**config.mk**
```make
export PLATFORM = sky130hd
export DESIGN_NAME = generic_accumulator_handshake
export DESIGN_NICKNAME = d
export VERILOG_FILES = /design/src/rtl/generic_acc_pkg.sv /design/src/rtl/generic_acc_addsat.sv /design/src/rtl/generic_accumulator_handshake.sv
export SDC_FILE = /design/constraint.sdc
export NUM_CORES = 1
export LEC_CHECK = 0
export BUFFER_PORTS_ARGS = -buffer_cell sky130_fd_sc_hd__buf_2
export CAP_MARGIN = 5
export CORE_AREA = 8 8 116 86
export DETAILED_ROUTE_END_ITERATION = 6
export DIE_AREA = 0 0 124 94
export PLACE_DENSITY_LB_ADDON = 0.2
export SLEW_MARGIN = 30
export SYNTH_ARGS = -nofsm -noshare
export SYNTH_HDL_FRONTEND = slang
export SYNTH_SLANG_ARGS = --single-unit
export TNS_END_PERCENT = 20
```
**constraint.sdc**
```tcl
create_clock -name clock -period 8.4 [get_ports clock]
set_input_delay 0.42 -clock clock [delete_from_list [all_inputs] [get_ports clock]]
set_output_delay 0.42 -clock clock [all_outputs]
set_load 0.03 [all_outputs]
```
**src/rtl/generic_acc_pkg.sv**
```systemverilog
// Shared definitions for the generic accumulator: FSM state encoding and count width.
package generic_acc_pkg;

    localparam int CNT_W = 8;

    typedef logic [1:0] acc_state_t;

    localparam logic [1:0] ST_IDLE  = 2'd0;
    localparam logic [1:0] ST_ACCUM = 2'd1;
    localparam logic [1:0] ST_HOLD  = 2'd2;

endpackage

```
**src/rtl/generic_acc_addsat.sv**
```systemverilog
// Adder stage for the accumulator: add, carry-out detect and optional clamp.
// Clamping is built only when GENERIC_ACC_SATURATE_EN is defined; otherwise the sum wraps.
module generic_acc_addsat
    import generic_acc_pkg::*;
#(
    parameter int Dbitwidth = 22,
    parameter int Obitwidth = 32
) (
    input  logic [Obitwidth-1:0] acc_in,
    input  logic [Dbitwidth-1:0] data_in,
    input  logic                 sat_hold,
    output logic [Obitwidth-1:0] sum_out,
    output logic                 carry_out
);

    logic [Obitwidth:0] full_sum;

    always_comb begin
        full_sum  = {1'b0, acc_in} + {{(Obitwidth - Dbitwidth + 1){1'b0}}, data_in};
        carry_out = full_sum[Obitwidth];
`ifdef GENERIC_ACC_SATURATE_EN
        // once a frame has clamped it stays at all ones until acknowledged
        sum_out = (carry_out || sat_hold) ? {Obitwidth{1'b1}} : full_sum[Obitwidth-1:0];
`else
        sum_out = full_sum[Obitwidth-1:0];
`endif
    end

`ifndef GENERIC_ACC_SATURATE_EN
    logic unused_sat_hold;
    assign unused_sat_hold = sat_hold;
`endif

endmodule

```
**src/rtl/generic_accumulator_handshake.sv**
```systemverilog
// Frame accumulator: sums NSAMPLES valid/ready samples, then holds the result until out_ack.
// Optional clamping on overflow is selected with the GENERIC_ACC_SATURATE_EN macro.
//
// Handshake: a sample is taken on a posedge with in_valid && in_ready; in_ready is low only
// while a completed frame is held. out_valid stays high with stable outputs until out_ack.
module generic_accumulator_handshake
    import generic_acc_pkg::*;
#(
    parameter int Dbitwidth = 22,
    parameter int Obitwidth = 32,
    parameter int NSAMPLES  = 4
) (
    input  logic                 clock,
    input  logic                 reset,
    input  logic [Dbitwidth-1:0] data_in,
    input  logic                 in_valid,
    output logic                 in_ready,
    output logic [Obitwidth-1:0] acc_out,
    output logic                 out_valid,
    input  logic                 out_ack,
    output logic                 overflow,
    output logic [CNT_W-1:0]     count_out,
    output logic [1:0]           state_dbg
);

    localparam logic [CNT_W-1:0] LAST_CNT = CNT_W'(NSAMPLES);

    acc_state_t           state_q, state_d;
    logic [Obitwidth-1:0] acc_q, acc_d;
    logic [CNT_W-1:0]     cnt_q, cnt_d;
    logic                 ovf_q, ovf_d;
    logic                 out_valid_q, out_valid_d;

    logic                 accept;
    logic [Obitwidth-1:0] add_base;
    logic [Obitwidth-1:0] add_sum;
    logic                 add_carry;
    logic                 sat_hold;

    assign in_ready = (state_q != ST_HOLD);
    assign accept   = in_valid && in_ready;

    // The first sample of a frame starts from zero, so its carry is always clear.
    assign add_base = (state_q == ST_ACCUM) ? acc_q : '0;
    assign sat_hold = (state_q == ST_ACCUM) && ovf_q;

    generic_acc_addsat #(
        .Dbitwidth(Dbitwidth),
        .Obitwidth(Obitwidth)
    ) u_addsat (
        .acc_in   (add_base),
        .data_in  (data_in),
        .sat_hold (sat_hold),
        .sum_out  (add_sum),
        .carry_out(add_carry)
    );

    always_comb begin
        state_d     = state_q;
        acc_d       = acc_q;
        cnt_d       = cnt_q;
        ovf_d       = ovf_q;
        out_valid_d = out_valid_q;
        case (state_q)
            ST_IDLE: begin
                if (accept) begin
                    acc_d = add_sum;
                    cnt_d = CNT_W'(1);
                    ovf_d = 1'b0;
                    if (LAST_CNT == CNT_W'(1)) begin
                        state_d     = ST_HOLD;
                        out_valid_d = 1'b1;
                    end else begin
                        state_d = ST_ACCUM;
                    end
                end
            end
            ST_ACCUM: begin
                if (accept) begin
                    acc_d = add_sum;
                    cnt_d = cnt_q + CNT_W'(1);
                    ovf_d = ovf_q | add_carry;
                    if (cnt_q + CNT_W'(1) == LAST_CNT) begin
                        state_d     = ST_HOLD;
                        out_valid_d = 1'b1;
                    end
                end
            end
            ST_HOLD: begin
                if (out_ack) begin
                    state_d     = ST_IDLE;
                    acc_d       = '0;
                    cnt_d       = '0;
                    ovf_d       = 1'b0;
                    out_valid_d = 1'b0;
                end
            end
            default: begin
                state_d     = ST_IDLE;
                acc_d       = '0;
                cnt_d       = '0;
                ovf_d       = 1'b0;
                out_valid_d = 1'b0;
            end
        endcase
    end

    always_ff @(posedge clock) begin
        if (reset) begin
            state_q     <= ST_IDLE;
            acc_q       <= '0;
            cnt_q       <= '0;
            ovf_q       <= 1'b0;
            out_valid_q <= 1'b0;
        end else begin
            state_q     <= state_d;
            acc_q       <= acc_d;
            cnt_q       <= cnt_d;
            ovf_q       <= ovf_d;
            out_valid_q <= out_valid_d;
        end
    end

    assign acc_out   = acc_q;
    assign count_out = cnt_q;
    assign overflow  = ovf_q;
    assign out_valid = out_valid_q;
    assign state_dbg = state_q;

endmodule

```
======== Word level (Yosys, flattened, before mapping) ========
Cells that the tools add are included.
storage, ports and cells
  register bits after elaboration ......... 44
  output and inout bits ................... 45
operators by class
  add/sub/neg operators ................... 2
  equality and inequality tests ........... 9
  muxes and demuxes ....................... 20
  bitwise operators ....................... 2
  reduce and logical (&&, ||, !) cells .... 7
operator list
  cell                 count
  $mux 32              3
  $pmux 32 s2          1
  $add 32x22->33       1
  $mux 8               3
  $pmux 8 s3           1
  $add 8x1->8 const B  1
  $eq 8x3->1 const B   1
  $mux 2               4
  $ne 2x2->1 const B   4
  $reduce_and 4->1     2
  $pmux 1 s3           2
  $pmux 2 s3           1
  $mux 1               5
  $ne 2x1->1 const B   2
  $reduce_and 3->1     1
  $eq 2x1->1 const B   1
  $eq 2x2->1 const B   1
  $logic_not 2->1      1
  $reduce_and 2->1     1
  $reduce_or 2->1      1
  $logic_and 1x1->1    1
  $not 1->1            1
  $or 1x1->1           1

======== Logic depth before layout (Yosys ltp) ========
  word-level depth ........................ 6
  gate-level depth with buffers ........... 16

======== Hierarchy ========
Synthesis repeated with hierarchy kept, for this count alone.
unflattened totals
  cell total of the unflattened synthesis .. 466
  area total of the unflattened synthesis .. 3,656.0 um2
by module, submodules not included
  module                         times used  cells an instance  area each (um2)
  generic_accumulator_handshake  1           270                2,245.9
  generic_acc_addsat             1           196                1,410.1

======== Least setup slack after synthesis ========
No wires, ideal clock.
  path kind ............................... reg2reg
  from .................................... register state_q[0], in the netlist state_dbg[0]
  to ...................................... register acc_q[22], in the netlist acc_out[22]
  library setup time ...................... 0.067 ns
  arrival ................................. 3.626 ns
  setup slack ............................. 4.707 ns
  stages on the path, launching flop included .. 17
  path buffers ............................ 5
  clock period less this slack ............ 3.693 ns
  cell sequence ........................... dfxtp_1 buf_4 nor2b_1 clkbuf_1 clkbuf_1 clkbuf_1 and2_1 ha_1 buf_2 a21oi_1 o211ai_1 a21boi_0 nand4_1 a41o_4 xnor2_1 or3b_1 a21oi_2
on the way
  cells in the longest elaborated chain, start to end .. 5
RTL lines
  item                      line                                                                      source
  start: declaration        generic_accumulator_handshake.sv:28                                       acc_state_t state_q, state_d;
  start signal: assignment  generic_accumulator_handshake.sv:116                                      state_q <= state_d;
  $eq 2x1->1                generic_accumulator_handshake.sv:44, generic_accumulator_handshake.sv:64
  $mux 32                   generic_accumulator_handshake.sv:44                                       assign add_base = (state_q == ST_ACCUM) ? acc_q : '0;
  $add 32x22->33            generic_acc_addsat.sv:19                                                  full_sum = {1'b0, acc_in} + {{(Obitwidth - Dbitwidth + 1){1'b0}}, data_in};
  $mux 32                   generic_accumulator_handshake.sv:66, generic_accumulator_handshake.sv:79
  $pmux 32 s2               generic_accumulator_handshake.sv:64                                       case (state_q)
  end signal: assignment    generic_accumulator_handshake.sv:111                                      acc_q <= '0;
  end signal: assignment    generic_accumulator_handshake.sv:117                                      acc_q <= acc_d;
  end: declaration          generic_accumulator_handshake.sv:29                                       logic [Obitwidth-1:0] acc_q, acc_d;
Parallel ways exist; a longest one is shown, timed or not. The select of a mux whose other input is x is not followed.
A chain may end at the register's enable or synchronous reset.

======== Worst setup path in the final report ========
Same ends and word-level chain as after synthesis.

==> impl_metrics.csv <==
group,metric,value,unit
clock_network,clock_latency,0.28,ns
die,die_w,124,microns
sta,tns,0,ns
sta,hold_viol_final,0,
die,core-area,8200,sq um
flow_run,maxCapViolCount,0,
status,status,"finished clean",
global_route,antenna_found_initial,0,
place,place_hpwl,7.01,mm
yosys,synth_cell_types,63,
yosys,synthCells,410,
sta,setup_viol,0,
sta,post-route-period-util,0.445,
sta,slew_violations,0,
global_route,grt_max_degree,32,
finish,fill_cells,869,
drt,via_per_inst,5.49,
clock_network,clk_pin_slew_worst_paths,0.06,ns
yosys,syn_nets,460,
yosys,yosys_warnings,0,
setup_path,path_cells,"nor2b_2, buf_4, and2_1, ha_1, a211oi_1, nor2_1, o41ai_2, nand4_1, a41o_4, xnor2_1, or3b_1, a21oi_2",
clock_network,cts.sinks,44,
finish,diodes,0,
clock_network,h-tree-depth,2,
power,peakVddDrop,129,uV
setup_path,worstPathMaxFanout,23,
setup_path,cp.arrival,3.95,ns
finish,area_delta_synth_final,18.4,%
clock_network,clock-root-buffer,"clkbuf_16",
power,power.leakage,1.75,nW
hold_path,hold_class,"reg -> reg",
global_route,overflow,0,
drt,drc,0,
drt,wirelength,9.25,mm
clock_network,cts_buffers,5,
global_route,grt.total_usage,0.162,
die,die_area,11700,sq um
sta,rsz0062_at_grt,"false",
power,p_per_area,145,nW/um^2
die,num_io_pins,71,
clock_network,clockBufferDepth,2,
yosys,syn_area,3200,sq um
global_route,grt_pass1_vias,3141,
clock_network,cts_resized,0,
drt,dr.pass1.iters,4,
setup_path,critPathKind,"reg -> reg",
yosys,postSynthAreaPerCell,7.80,sq um
sta,fin_worst_skew,0.00317,ns
setup_path,cp-start-kind,"flip-flop",
drt,drt_iter0_markers,193,
die,row_count,28,
power,finalPower,0.000548,W
sta,fmax,0.268,GHz
clock_network,hold_buffers,0,
finish,drive_gt1_frac,0.203,
drt,antenna_left,0,
yosys,synthArstFlopShare,0,
setup_path,slowest_stage,"nor2b_2",
sta,maxSlewHeadroom,0.588,
yosys,synth_edf_count,0,
clock_network,post-cts-setup-buffers,0,
finish,fin_nets,523,
yosys,synth_flop_cell,"dfxtp_1",
drt,via_count,3180,
die,die_h,94,microns
setup_path,slowest_delay,0.57,ns
clock_network,cts_tree,"done",
sta,fin_crit,3.74,ns
place,place_congestion,0.855,
yosys,synth-seq-area-share,0.275,
drt,routedWlPerCell,16.0,microns
yosys,ys_ff_latch,44,
finish,fin_util,0.462,
place,port_buffers,70,
sta,tightest_slew,0.618,ns
setup_path,cp.required,8.62,ns
global_route,grt_pass1_wl,15.3,mm
setup_path,cp-end-kind,"flip-flop",
die,initial_core_util,0.390,
[worst paths after layout]
check	start	to	slack (ns)	depth (start not counted)
worst max register to register	state_dbg[0]$_SDFFE_PP0P_	acc_out[22]$_SDFFE_PP0P_	4.66	12
worst max-delay path	state_dbg[0]$_SDFFE_PP0P_	acc_out[22]$_SDFFE_PP0P_	4.66	12
worst min-delay path	acc_out[8]$_SDFFE_PP0P_	acc_out[8]$_SDFFE_PP0P_	0.46	2
worst min register to register	acc_out[8]$_SDFFE_PP0P_	acc_out[8]$_SDFFE_PP0P_	0.46	2
[stage by stage]
step	setup slack (ns)	hold slack [ns]	area (sq um)	instances
global route	4.38	0.480	3790	579
floorplan	4.71	0.579	3200	410
CTS	4.66	0.460	3790	579
global placement	4.85	0.449	3640	571
finish	4.66	0.461	3790	579
detailed placement	4.68	0.453	3640	571
[sequential cells by signal (all words and copies together), names as in the netlist]
signal,cells
acc_out,32
state_dbg,2
out_valid,1
overflow,1
count_out,8
[cell usage after synthesis (4+ instances only)]
| cell | count | area share |
|---|---|---|
| dfxtp_1 | 44 | 0.28 |
| nand2_1 | 44 | 0.052 |
| a21oi_1 | 34 | 0.053 |
| nor2_1 | 34 | 0.040 |
| and2_1 | 23 | 0.045 |
| ha_1 | 23 | 0.090 |
| o21ai_0 | 18 | 0.028 |
| clkbuf_1 | 16 | 0.019 |
| a22oi_1 | 10 | 0.023 |
| nand3_1 | 10 | 0.016 |
| a21o_1 | 9 | 0.021 |
| and3_1 | 9 | 0.018 |
| inv_1 | 9 | 0.011 |
| xor2_1 | 9 | 0.025 |
| nand2b_1 | 8 | 0.016 |
| o21ai_1 | 8 | 0.013 |
| xnor2_1 | 8 | 0.022 |
| nor2b_1 | 7 | 0.014 |
| a211oi_1 | 6 | 0.014 |
| nor3_1 | 6 | 0.0094 |
| o211ai_1 | 5 | 0.012 |
| o21a_1 | 5 | 0.012 |
| nand3b_1 | 4 | 0.0094 |
| nand4_1 | 4 | 0.0078 |
| or3_1 | 4 | 0.0078 |
[report_power, final]
group          switching, W  internal [W]  total, W
clock             0.0000808      0.000119  0.000200
sequential       0.00000717      0.000218  0.000225
combinational     0.0000781     0.0000446  0.000123
total              0.000166      0.000381  0.000548
[metal layers]
metal,global-route usage,vias to the layer above,part of all wire
li1,-,1611,-
met3,0.0432,9,0.077
met2,0.238,108,0.41
met1,0.225,1452,0.50
met4,0.0454,0,0.010
met5,0,-,0
[cell type report]
cell class              instances  area, sq um  area share
inverters                      10         37.5     0.00991
flip-flops and latches         44          881       0.233
well taps                     105          131      0.0347
clock buffers                   8          146      0.0387
multi-input cells             338         2210       0.584
repair buffers                 74          380       0.100
[kinds of logic after synthesis]
family / after synthesis / synth area share
mux: 1 / 0.00313
flops: 44 / 0.275
fa+ha+maj: 24 / 0.0962
simple gates: 168 / 0.268
compound gates: 128 / 0.276
buf+inv: 28 / 0.0344
xor+xnor: 17 / 0.0466
[layout by cell type, fill, tap and decap left out, types with 6 or more instances in the layout]
| master | count |
|---|---|
| nand2_1 | 44 |
| a21o_1 | 9 |
| dfxtp_1 | 44 |
| nor2b_1 | 6 |
| o21ai_0 | 18 |
| xnor2_1 | 8 |
| ha_1 | 23 |
| a21oi_1 | 34 |
| buf_2 | 70 |
| and2_1 | 23 |
| xor2_1 | 9 |
| a211oi_1 | 6 |
| nor2_1 | 34 |
| nor3_1 | 6 |
| inv_1 | 9 |
| nand3_1 | 10 |
| and3_1 | 9 |
| o21ai_1 | 8 |
| nand2b_1 | 8 |
| a22oi_1 | 10 |
[critical path, delay by kind of cell, from the launching register on]
kind	cells	cell delay, ns
simple gates	5	1.40
compound gates	4	1.00
flops	1	0.47
buf+inv	1	0.37
fa+ha+maj	1	0.30
xor+xnor	1	0.12
No activity file was read; power rests on OpenSTA's default activity.
